**src/rtl/rtc_digit_scan_ctrl_if.sv**
```systemverilog
// Digit-scan bus between the RTC digit sequencer and its environment:
// scan request, the three BCD banks, decoder drive and the renderer handshake.
// The master side requests scans and renders digits; the slave side is the
// sequencer.
interface rtc_digit_scan_ctrl_if #(
    parameter int NUM_DIGITS = 6
);
    localparam int BW = 4 * NUM_DIGITS;
    localparam int IW = (NUM_DIGITS > 1) ? $clog2(NUM_DIGITS) : 1;

    logic          start;
    logic [1:0]    bank_sel;
    logic [BW-1:0] time_bcd;
    logic [BW-1:0] date_bcd;
    logic [BW-1:0] timer_bcd;
    logic          dec_enable;
    logic [3:0]    dec_bcd;
    logic [IW-1:0] digit_idx;
    logic          digit_valid;
    logic          digit_ready;
    logic          busy;
    logic          done;
    logic          err;

    modport master (
        output start, bank_sel, time_bcd, date_bcd, timer_bcd, digit_ready,
        input  dec_enable, dec_bcd, digit_idx, digit_valid, busy, done, err
    );

    modport slave (
        input  start, bank_sel, time_bcd, date_bcd, timer_bcd, digit_ready,
        output dec_enable, dec_bcd, digit_idx, digit_valid, busy, done, err
    );
endinterface

```
**src/rtl/rtc_digit_scan_ctrl.sv**
```systemverilog
// RTC digit scan sequencer: time-shares one BCD digit decoder between the
// time, date and countdown-timer banks. A start request snapshots the chosen
// bank, then each digit (MS nibble first) is driven to the decoder, allowed to
// settle for WAIT_CYCLES, and offered to the renderer with valid/ready.
// Optional feature macro: SCAN_BLANK_LEADING_ZERO_EN blanks a zero in digit 0.
//
// state   | meaning
// --------+-------------------------------------------------------------
// IDLE    | waiting for start, decoder disabled
// LOAD    | snapshot selected bank, clear err, index back to digit 0
// SETTLE  | decoder driven, down-counting decoder/ROM settle time
// PRESENT | digit_valid high, everything held until renderer accepts
// DONE    | one-cycle done pulse, then back to IDLE
module rtc_digit_scan_ctrl #(
    parameter int NUM_DIGITS  = 6,
    parameter int WAIT_CYCLES = 2
) (
    input  logic                 clk_i,
    input  logic                 rst_n_i,
    rtc_digit_scan_ctrl_if.slave bus_if
);
    localparam int BW = 4 * NUM_DIGITS;
    localparam int IW = (NUM_DIGITS > 1) ? $clog2(NUM_DIGITS) : 1;
    localparam int CW = (WAIT_CYCLES > 1) ? $clog2(WAIT_CYCLES) : 1;
    localparam logic [IW-1:0] LAST_IDX = IW'(NUM_DIGITS - 1);
    localparam logic [CW-1:0] CNT_LOAD = CW'(WAIT_CYCLES - 1);

    typedef enum logic [2:0] {
        S_IDLE,
        S_LOAD,
        S_SETTLE,
        S_PRESENT,
        S_DONE
    } state_t;

    state_t        state_q, state_d;
    logic [BW-1:0] snap_q, snap_d;
    logic [IW-1:0] idx_q, idx_d;
    logic [CW-1:0] cnt_q, cnt_d;
    logic          err_q, err_d;
    logic          blank_q, blank_d;

    logic [3:0]    nib;
    logic          nib_bad;
    logic          lead_zero;
    logic          scan_active;

    // Digit currently on the decoder is always the top nibble of the snapshot.
    assign nib     = snap_q[BW-1 -: 4];
    assign nib_bad = (nib > 4'd9);

`ifdef SCAN_BLANK_LEADING_ZERO_EN
    assign lead_zero = (idx_q == '0) && (nib == 4'd0);
`else
    assign lead_zero = 1'b0;
`endif

    // State and datapath registers with synchronous active-low reset.
    always_ff @(posedge clk_i) begin
        if (!rst_n_i) begin
            state_q <= S_IDLE;
            snap_q  <= '0;
            idx_q   <= '0;
            cnt_q   <= '0;
            err_q   <= 1'b0;
            blank_q <= 1'b0;
        end else begin
            state_q <= state_d;
            snap_q  <= snap_d;
            idx_q   <= idx_d;
            cnt_q   <= cnt_d;
            err_q   <= err_d;
            blank_q <= blank_d;
        end
    end

    // Next-state logic: snapshot, settle countdown, handshake and digit advance.
    always_comb begin
        state_d = state_q;
        snap_d  = snap_q;
        idx_d   = idx_q;
        cnt_d   = cnt_q;
        err_d   = err_q;
        blank_d = blank_q;
        case (state_q)
            S_IDLE: begin
                if (bus_if.start) state_d = S_LOAD;
            end
            S_LOAD: begin
                case (bus_if.bank_sel)
                    2'd0:    snap_d = bus_if.time_bcd;
                    2'd1:    snap_d = bus_if.date_bcd;
                    2'd2:    snap_d = bus_if.timer_bcd;
                    default: snap_d = '0;
                endcase
                blank_d = (bus_if.bank_sel == 2'd3);
                err_d   = 1'b0;
                idx_d   = '0;
                cnt_d   = CNT_LOAD;
                state_d = S_SETTLE;
            end
            S_SETTLE: begin
                if (nib_bad) err_d = 1'b1;
                if (cnt_q == '0) state_d = S_PRESENT;
                else             cnt_d   = cnt_q - 1'b1;
            end
            S_PRESENT: begin
                if (bus_if.digit_ready) begin
                    if (idx_q == LAST_IDX) begin
                        state_d = S_DONE;
                    end else begin
                        idx_d   = idx_q + 1'b1;
                        snap_d  = snap_q << 4;
                        cnt_d   = CNT_LOAD;
                        state_d = S_SETTLE;
                    end
                end
            end
            S_DONE: begin
                state_d = S_IDLE;
            end
            default: begin
                state_d = S_IDLE;
            end
        endcase
    end

    // Decoder drive and status outputs, all derived from registered state.
    always_comb begin
        scan_active        = (state_q == S_SETTLE) || (state_q == S_PRESENT);
        bus_if.dec_enable  = scan_active && !blank_q && !nib_bad && !lead_zero;
        bus_if.dec_bcd     = (scan_active && !blank_q) ? nib : 4'd0;
        bus_if.digit_idx   = idx_q;
        bus_if.digit_valid = (state_q == S_PRESENT);
        bus_if.busy        = (state_q != S_IDLE);
        bus_if.done        = (state_q == S_DONE);
        bus_if.err         = err_q;
    end
endmodule

```
**src/flat_wrapper.sv**
```systemverilog
// flat-port wrapper written by rule: the top's interface ports become plain ports
module rtc_digit_scan_ctrl_flat 
#(
    parameter int NUM_DIGITS  = 6,
    parameter int WAIT_CYCLES = 2
)
  (clk_i, rst_n_i, bus_if_start, bus_if_bank_sel, bus_if_time_bcd, bus_if_date_bcd, bus_if_timer_bcd, bus_if_digit_ready, bus_if_dec_enable, bus_if_dec_bcd, bus_if_digit_idx, bus_if_digit_valid, bus_if_busy, bus_if_done, bus_if_err);
  rtc_digit_scan_ctrl_if #(.NUM_DIGITS(NUM_DIGITS)) bus_if_i ();
  input  logic clk_i;
  input  logic rst_n_i;
  input wire logic [$bits(bus_if_i.start)-1:0] bus_if_start;
  input wire logic [$bits(bus_if_i.bank_sel)-1:0] bus_if_bank_sel;
  input wire logic [$bits(bus_if_i.time_bcd)-1:0] bus_if_time_bcd;
  input wire logic [$bits(bus_if_i.date_bcd)-1:0] bus_if_date_bcd;
  input wire logic [$bits(bus_if_i.timer_bcd)-1:0] bus_if_timer_bcd;
  input wire logic [$bits(bus_if_i.digit_ready)-1:0] bus_if_digit_ready;
  output wire logic [$bits(bus_if_i.dec_enable)-1:0] bus_if_dec_enable;
  output wire logic [$bits(bus_if_i.dec_bcd)-1:0] bus_if_dec_bcd;
  output wire logic [$bits(bus_if_i.digit_idx)-1:0] bus_if_digit_idx;
  output wire logic [$bits(bus_if_i.digit_valid)-1:0] bus_if_digit_valid;
  output wire logic [$bits(bus_if_i.busy)-1:0] bus_if_busy;
  output wire logic [$bits(bus_if_i.done)-1:0] bus_if_done;
  output wire logic [$bits(bus_if_i.err)-1:0] bus_if_err;
  assign bus_if_i.start = bus_if_start;
  assign bus_if_i.bank_sel = bus_if_bank_sel;
  assign bus_if_i.time_bcd = bus_if_time_bcd;
  assign bus_if_i.date_bcd = bus_if_date_bcd;
  assign bus_if_i.timer_bcd = bus_if_timer_bcd;
  assign bus_if_i.digit_ready = bus_if_digit_ready;
  assign bus_if_dec_enable = bus_if_i.dec_enable;
  assign bus_if_dec_bcd = bus_if_i.dec_bcd;
  assign bus_if_digit_idx = bus_if_i.digit_idx;
  assign bus_if_digit_valid = bus_if_i.digit_valid;
  assign bus_if_busy = bus_if_i.busy;
  assign bus_if_done = bus_if_i.done;
  assign bus_if_err = bus_if_i.err;
  rtc_digit_scan_ctrl #(.NUM_DIGITS(NUM_DIGITS), .WAIT_CYCLES(WAIT_CYCLES)) u_core (.clk_i(clk_i), .rst_n_i(rst_n_i), .bus_if(bus_if_i));
endmodule
```
**config.mk**
```make
export PLATFORM = sky130hd
export DESIGN_NAME = rtc_digit_scan_ctrl_flat
export DESIGN_NICKNAME = d
export VERILOG_FILES = /design/src/rtl/rtc_digit_scan_ctrl_if.sv /design/src/rtl/rtc_digit_scan_ctrl.sv /design/src/flat_wrapper.sv
export SDC_FILE = /design/constraint.sdc
export NUM_CORES = 1
export LEC_CHECK = 0
export ABC_AREA = 1
export BUFFER_PORTS_ARGS = -buffer_cell sky130_fd_sc_hd__clkbuf_2
export CAP_MARGIN = 40
export CORE_MARGIN = 5
export CORE_UTILIZATION = 49
export DETAILED_ROUTE_END_ITERATION = 10
export GPL_ROUTABILITY_DRIVEN = 0
export MAX_ROUTING_LAYER = met4
export PLACE_DENSITY = 0.82
export RECOVER_POWER = 100
export SLEW_MARGIN = 20
export SYNTH_ARGS = -nofsm -noshare
export SYNTH_HDL_FRONTEND = slang
export SYNTH_SLANG_ARGS = --single-unit
```
**constraint.sdc**
```tcl
create_clock -name clk_i -period 1.6 [get_ports clk_i]
set_input_delay 0.32 -clock clk_i [delete_from_list [all_inputs] [get_ports clk_i]]
set_output_delay 0.32 -clock clk_i [all_outputs]
set_load 0.02 [all_outputs]
```
==> results of run 1 <==
-- Yosys cell counts, drive strengths merged --
library cell,instances,area share (%)
buf,22,4.9
dfxtp,33,28
nand2,132,22
inv,53,8.5
a21oi,10,2.1
a211oi,1,0.32
nor3,1,0.21
clkbuf,3,0.48
clkinv,1,0.16
ha,2,1.1
nor2,59,9.9
xnor2,1,0.38
nand3,98,21
o21ai,4,0.86
-- report_power, final --
part	total (uW)	internal [uW]	switching (uW)	leakage, uW
sequential	939	899	39.6	0.000271
combinational	652	260	393	0.00128
clock	932	619	313	0.0000681
total	2520	1780	746	0.00162
-- final cells by class --
class / count / area (um2) / area share, %
sequential: 33 / 663.1 / 22.34
timing repair buffer: 101 / 543.0 / 18.30
inverter: 54 / 202.7 / 6.830
clock inverter: 3 / 65.06 / 2.192
tap: 54 / 67.56 / 2.277
clock buffer: 5 / 68.82 / 2.319
multi-input combinational: 308 / 1358 / 45.74
-- worst min-delay path: stages --
cell      delay, ns
clkbuf_2       0.10
nand3_1        0.08
nand2_1        0.05
nand2_1        0.05
a21oi_1        0.03
-- state kept, by name, summed over array words and instances, names as in the netlist --
register and flops:
u_core.snap_q 24, u_core.bus_if.digit_idx 3, u_core.state_q 3, u_core.blank_q 1, u_core.bus_if.err 1, u_core.cnt_q 1
-- kinds of logic (layout without fill, tap and decap cells) --
family          count (synthesis)  after routing
buf+inv                        79            163
xor+xnor                        1              1
compound gates                 15             15
simple gates                  290            290
flops                          33             33
fa+ha+maj                       2              2
-- through the flow --
stage / std cells / hold WS [ns]
finish: 558 / 0.3819
CTS: 558 / 0.3754
floorplan: 420 / 0.4390
global placement: 550 / 0.4488
detailed placement: 550 / 0.4553
global route: 558 / 0.3886
-- worst min-delay path by stage --
stage,startpoint,to,slack [ns],cells after the start
finish,bus_if_digit_ready,u_core.bus_if.digit_idx[0]$_SDFFE_PN0P_,0.38,5
global route,bus_if_digit_ready,u_core.bus_if.digit_idx[0]$_SDFFE_PN0P_,0.39,5
CTS,bus_if_digit_ready,u_core.bus_if.digit_idx[0]$_SDFFE_PN0P_,0.38,5
detailed placement,u_core.cnt_q$_SDFFE_PN0P_,u_core.cnt_q$_SDFFE_PN0P_,0.46,2
global placement,u_core.cnt_q$_SDFFE_PN0P_,u_core.cnt_q$_SDFFE_PN0P_,0.45,2
floorplan,u_core.cnt_q$_SDFFE_PN0P_,u_core.cnt_q$_SDFFE_PN0P_,0.44,2
-- metal layers --
layer / share of wire, % / GRT usage, % / routed length (um)
met5: 0 / - / 0
met3: 8.0 / 3.515 / 529
met2: 45 / 34.43 / 2972
met1: 46 / 32.63 / 3043
met4: 1.5 / 6.529 / 100
-- what timing repair did --
action,in CTS,in global routing
setup endpoints to repair,1,15
gates resized for setup,1,5
gates cloned,0,0
==> flow_summary.yaml, run 1 <==
placement:
  place_area_um2: 2823
  pre_cts_slack_ns: 0.1419
  dp_hpwl_um: 5180
  portBuffers: 89
setup_path:
  critPathCaptureType: "register"
  cp_num_buf_inv: 3
  rrSetupSlack_ns: 0.12
  crit_end: "u_core.snap_q[7]$_SDFFE_PN0P_"
  cp-startpoint: "u_core.bus_if.digit_idx[1]$_SDFFE_PN0P_"
  r2r_start: "u_core.bus_if.digit_idx[1]$_SDFFE_PN0P_"
  cp_top_family: "simple AND/OR/NAND/NOR gates"
  critical_path_class: "register to register"
  path_depth: 9
  worst_setup_path_start_kind: "register"
  r2r_cells: 9
  r2r_end: "u_core.snap_q[7]$_SDFFE_PN0P_"
  slowest_stage: "dfxtp_2"
  arrival_ns: 1.66
  required_ns: 1.78
  crit_path_cell_trace: "inv_1 > ha_1 > nand3_1 > nand2_1 > inv_2 > buf_12 > nand3_1 > nor2_1 > nor2_1"
  cp_max_fo: 20
  cpPeakStageDelay_ns: 0.35
route:
  drc: 0
  first_iter_violations: 246
  wl_per_cell_um: 11.91
  drtAntennaViolNets: 0
  vias_per_cell: 5.025
  firstDrtPassIters: 5
  via_count: 2804
  routed_wl_um: 6645
timing:
  period_needed_ns: 1.477
  rsz0062_at_grt: "false"
  fin_crit_sh_pct: 92.34
  setup_viol: 0
  fmax_ghz: 0.6769
  slew_headroom_pct: 79.86
  tightest_slew_ns: 0.3003
  fin_ws_ns: 0.1226
  slew_violations: 0
  hold_violations: 0
  finClkSkew_ns: 0.003904
  fin_setup_tns_ns: 0
cells_and_area:
  layout.nets: 583
  mostFrequentLayoutCells: "130 x nand2_1, 97 x nand3_1, 85 x clkbuf_2, 57 x nor2_1, 51 x inv_1"
  drive_gt1_share_pct: 22.62
  final_common_cell: "nand2_1"
  syn2layout_area_growth_pct: 27.25
  fin_area_um2: 2968
  antennaDiodeCount: 0
  utilization_pct: 63.68
  fillCellCount: 441
clock_network:
  tritoncts: "done"
  cts_buffers: 5
  clkLatencyLatePin_ns: 0.29
  cts.path.max_buffers: 2
  cts.sink_count: 33
  cts-hold-fix-buffers: 0
  path_clk_slew_ns: 0.07
  h-tree-depth: 2
  ctsRootBufferMaster: "clkbuf_8"
  postCtsSetupBuffers: 0
logic_synthesis:
  synthAdderAreaFrac_pct: 1.073
  avgSynthCellArea_um2: 5.553
  synth.area.mux_share_pct: 0
  ys_warn_count: 0
  synth_seq_area_share_pct: 28.33
  syn_inst: 420
  synth-compound-area-share_pct: 3.326
  synth_top_family_by_area: "simple AND/OR/NAND/NOR gates"
  yosys.area_share.xor_xnor_pct: 0.3755
  synthSimpleGateAreaFrac_pct: 52.84
  ys_ff_latch: 33
  syn_nets: 500
  synth.distinct_cells: 22
  synth_area_um2: 2332
pwr:
  p_total_uw: 2523
  p_leak_uw: 0.001617
  power_density_nw_per_um2: 850.1
  peakVddDrop_v: 0.0004384
floorplanning:
  fp.coreArea_um2: 4661
  std_cell_rows: 25
  top_level_ports: 90
  die-area_um2: 6239
  die_w_um: 78.99
  initial_core_util_pct: 50.04
  die_h_um: 78.99
grt:
  grtUsageTotal_pct: 23.14
  grt.overflow.total: 0
  grt_max_degree: 28
  antenna_found_initial: 0
  grt_pass1_wl_um: 11550
  grt_pass1_vias: 2636
outcome:
  outcome: "finished, final reports clean"
hold_path:
  hp-class: "input port to register"
run:
  maxCapViolCount: 0
Power figures use the tool's default switching activity.
==> inputs of run 2 (changes only) <==
--- a/config.mk
+++ b/config.mk
@@ -5,15 +5,14 @@
 export SDC_FILE = /design/constraint.sdc
 export NUM_CORES = 1
 export LEC_CHECK = 0
-export ABC_AREA = 1
 export BUFFER_PORTS_ARGS = -buffer_cell sky130_fd_sc_hd__clkbuf_2
 export CAP_MARGIN = 40
 export CORE_MARGIN = 5
-export CORE_UTILIZATION = 49
+export CORE_UTILIZATION = 48
 export DETAILED_ROUTE_END_ITERATION = 10
 export GPL_ROUTABILITY_DRIVEN = 0
 export MAX_ROUTING_LAYER = met4
-export PLACE_DENSITY = 0.82
+export PLACE_DENSITY = 0.83
 export RECOVER_POWER = 100
 export SLEW_MARGIN = 20
 export SYNTH_ARGS = -nofsm -noshare
==> run 2 against run 1 <==
Compared with the run above: sequential power about the same; register-to-register slack worse by 0.06 ns; worst setup slack worse by 0.084 ns; die area down 8.5%; clock skew up 0.0025 ns; wire length down 14%; combinational power down 15%; global-route usage down 2.2 points; clock-buffer cell count up 1; via count down 19%; sequential share of layout area up 1.5 points; first-iteration DRC count down 47%; critical endpoint is now bus_if_busy; largest cell class unchanged.
==> flow_summary.yaml, run 2 <==
pwr:
  peakVddDrop_v: 0.0003980
  clkPwrFrac_pct: 27.8
  p_sw_share_pct: 29.25
  p_leak_uw: 0.001297
  power_density_nw_per_um2: 734.6
  p_comb_share_pct: 26.8
  internal_power_uw: 1464
  p_sw_uw: 605.4
  p_seq_share_pct: 45.3
setup_path:
  critPathCaptureType: "output port"
  required_ns: 1.28
  rrSetupSlack_ns: 0.06
  r2r_end: "u_core.bus_if.digit_idx[2]$_SDFFE_PN0P_"
  crit_path_cell_trace: "buf_6 > or3_1 > buf_6"
  r2r_start: "u_core.bus_if.digit_idx[1]$_SDFFE_PN0P_"
  arrival_ns: 1.24
  cpPeakStageDelay_ns: 0.38
  cp_top_family: "flip-flops"
  critical_path_class: "register to output port"
  cp_num_buf_inv: 2
  path_depth: 3
  cp-startpoint: "u_core.state_q[1]$_SDFFE_PN0P_"
  cp_max_fo: 8
  r2r_cells: 6
  crit_top_cell: "buf_6"
  worst_setup_path_start_kind: "register"
  crit_end: "bus_if_busy"
  slowest_stage: "dfxtp_4"
logic_synthesis:
  synth_area_um2: 2063
  yosysMostFrequentCell: "o21ai_0"
  synth_seq_area_share_pct: 32.02
  ys_top_cells_by_area: "dfxtp_1 32%, o21ai_0 12%, a21oi_1 11%"
  synth_top_area_share_pct: 32.02
  yosysTopAreaCell: "dfxtp_1"
  synth_top_flop_cell: "dfxtp_1"
  synth_edf_count: 0
  ys_ff_latch: 33
  ys_warn_count: 0
  synth.distinct_cells: 33
  avgSynthCellArea_um2: 7.699
  synthArstFlopShare_pct: 0
  syn_nets: 348
  synth_commonest_cells: "48 x o21ai_0, 45 x a21oi_1, 33 x dfxtp_1"
  syn_inst: 268
clock_network:
  path_clk_slew_ns: 0.06
  h-tree-depth: 2
  clkLatencyLatePin_ns: 0.28
  ctsRootBufferMaster: "clkbuf_8"
  cts-hold-fix-buffers: 0
  cts.path.max_buffers: 2
  tritoncts: "done"
  cts.sink_count: 33
  cts_buffers: 5
timing:
  period_needed_ns: 1.561
  slew_headroom_pct: 59.48
  hold_violations: 0
  finClkSkew_ns: 0.006443
  fin_crit_sh_pct: 97.57
  setup_viol: 0
  fmax_ghz: 0.6406
  slew_violations: 0
  fin_setup_tns_ns: 0
  tightest_slew_ns: 0.6078
grt:
  grt_pass1_wl_um: 9149
  grt_pass1_vias: 2143
  antenna_found_initial: 0
  grt_max_degree: 33
  grt.overflow.total: 0
  grtUsageTotal_pct: 20.98
cells_and_area:
  post_layout_nonfiller_instances: 409
  regArea_um2: 671.9
  largest_reg_flops: 24
  syn2layout_area_growth_pct: 36.57
  layout.nets: 439
  drive_gt1_share_pct: 42.90
  antennaDiodeCount: 0
  regMostFlops: "u_core.snap_q"
  fillCellCount: 343
  multi_input_area_um2: 1265
  final_common_cell: "clkbuf_2"
  mostFrequentLayoutCells: "80 x clkbuf_2, 47 x o21ai_0, 35 x a21oi_1, 28 x dfxtp_1, 24 x inv_1"
route:
  drtAntennaViolNets: 0
  firstDrtPassIters: 4
  first_iter_violations: 131
  via_count: 2272
  drc: 0
  vias_per_cell: 5.555
  routed_wl_um: 5711
  wl_per_cell_um: 13.96
floorplanning:
  fp.coreArea_um2: 4086
  top_level_ports: 90
  initial_core_util_pct: 50.49
  std_cell_rows: 23
  die_h_um: 75.56
  die-area_um2: 5709
  die_w_um: 75.56
placement:
  dp_hpwl_um: 4306
  portBuffers: 89
  dp.cells: 399
outcome:
  outcome: "finished, final reports clean"
run:
  maxCapViolCount: 0
hold_path:
  hp-class: "input port to register"
-- run 2: changes by cell type after synthesis, sizes merged, moves of 6 or more --
cell	before	now
o21ai	4	48
nand3	98	1
mux2	0	20
inv	53	26
o211ai	0	20
a21oi	10	45
nand2	132	7
clkbuf	3	18
and2	0	6
buf	22	6
nor2	59	4
-- run 2: per-layer routing --
layer / track usage (%) / up-vias / wire (um)
li1: - / 1141 / -
met1: 24.78 / 1047 / 2276
met2: 35.86 / 76 / 2975
met3: 3.958 / 8 / 384
met4: 6.796 / 0 / 74
met5: - / - / 0
-- run 2: worst min path at each step --
stage	startpoint	endpoint	slack (ns)	cells past startpoint
global placement	u_core.snap_q[2]$_SDFFE_PN0P_	u_core.snap_q[2]$_SDFFE_PN0P_	0.49	1
finish	bus_if_digit_ready	u_core.state_q[2]$_SDFFE_PN0P_	0.32	3
global route	bus_if_digit_ready	u_core.state_q[2]$_SDFFE_PN0P_	0.35	3
floorplan	u_core.snap_q[0]$_SDFFE_PN0P_	u_core.snap_q[0]$_SDFFE_PN0P_	0.47	1
CTS	bus_if_digit_ready	u_core.state_q[2]$_SDFFE_PN0P_	0.32	3
detailed placement	u_core.snap_q[0]$_SDFFE_PN0P_	u_core.snap_q[0]$_SDFFE_PN0P_	0.49	1
-- run 2: cell type report --
| type | count | share of cell area, % |
|---|---|---|
| Clock inverter | 1 | 0.1776 |
| Clock buffer | 6 | 2.575 |
| Inverter | 26 | 3.552 |
| Multi-Input combinational cell | 185 | 44.89 |
| Timing Repair Buffer | 108 | 22.74 |
| Sequential cell | 33 | 23.85 |
| Tap cell | 50 | 2.220 |
-- run 2: cell families after synthesis --
group | Yosys count | share of synthesized area [%]
mux | 25 | 13.34
fa+ha+maj | 2 | 1.213
compound gates | 125 | 35.23
buf+inv | 50 | 9.702
flops | 33 | 32.02
simple gates | 33 | 8.490
-- run 2: power groups by stage --
stage               Sequential (uW)  Clock [uW]  Combinational, uW
detailed placement              947           0                511
floorplan                       929           0                328
global placement                947           0                497
finish                          938         576                556
global route                    946         622                621
CTS                             931         587                515
-- run 2: repair_timing --
item	CTS	global route
gates resized for setup	4	37
pin swaps	0	4
gates cloned	0	1
setup buffers	0	2
endpoints found under the setup margin	7	28
-- run 2: stage by stage --
| stage | instance area, um2 | total power (uW) | setup slack (ns) | utilization (%) | hold WS, ns |
|---|---|---|---|---|---|
| floorplan | 2073 | 1257 | 0.003801 | - | 0.4692 |
| global placement | 2621 | 1443 | 0.08743 | 64.15 | 0.4859 |
| detailed placement | 2621 | 1459 | 0.04858 | 64.15 | 0.4870 |
| CTS | 2704 | 2034 | 0.003828 | 66.17 | 0.3236 |
| global route | 2818 | 2190 | -0.03721 | 68.95 | 0.3534 |
| finish | 2818 | 2070 | 0.03887 | 68.95 | 0.3185 |
-- run 2: tightest hold or removal path: stages --
cell and delay [ns]:
clkbuf_2 0.11, nand4_1 0.09, nor2_1 0.04
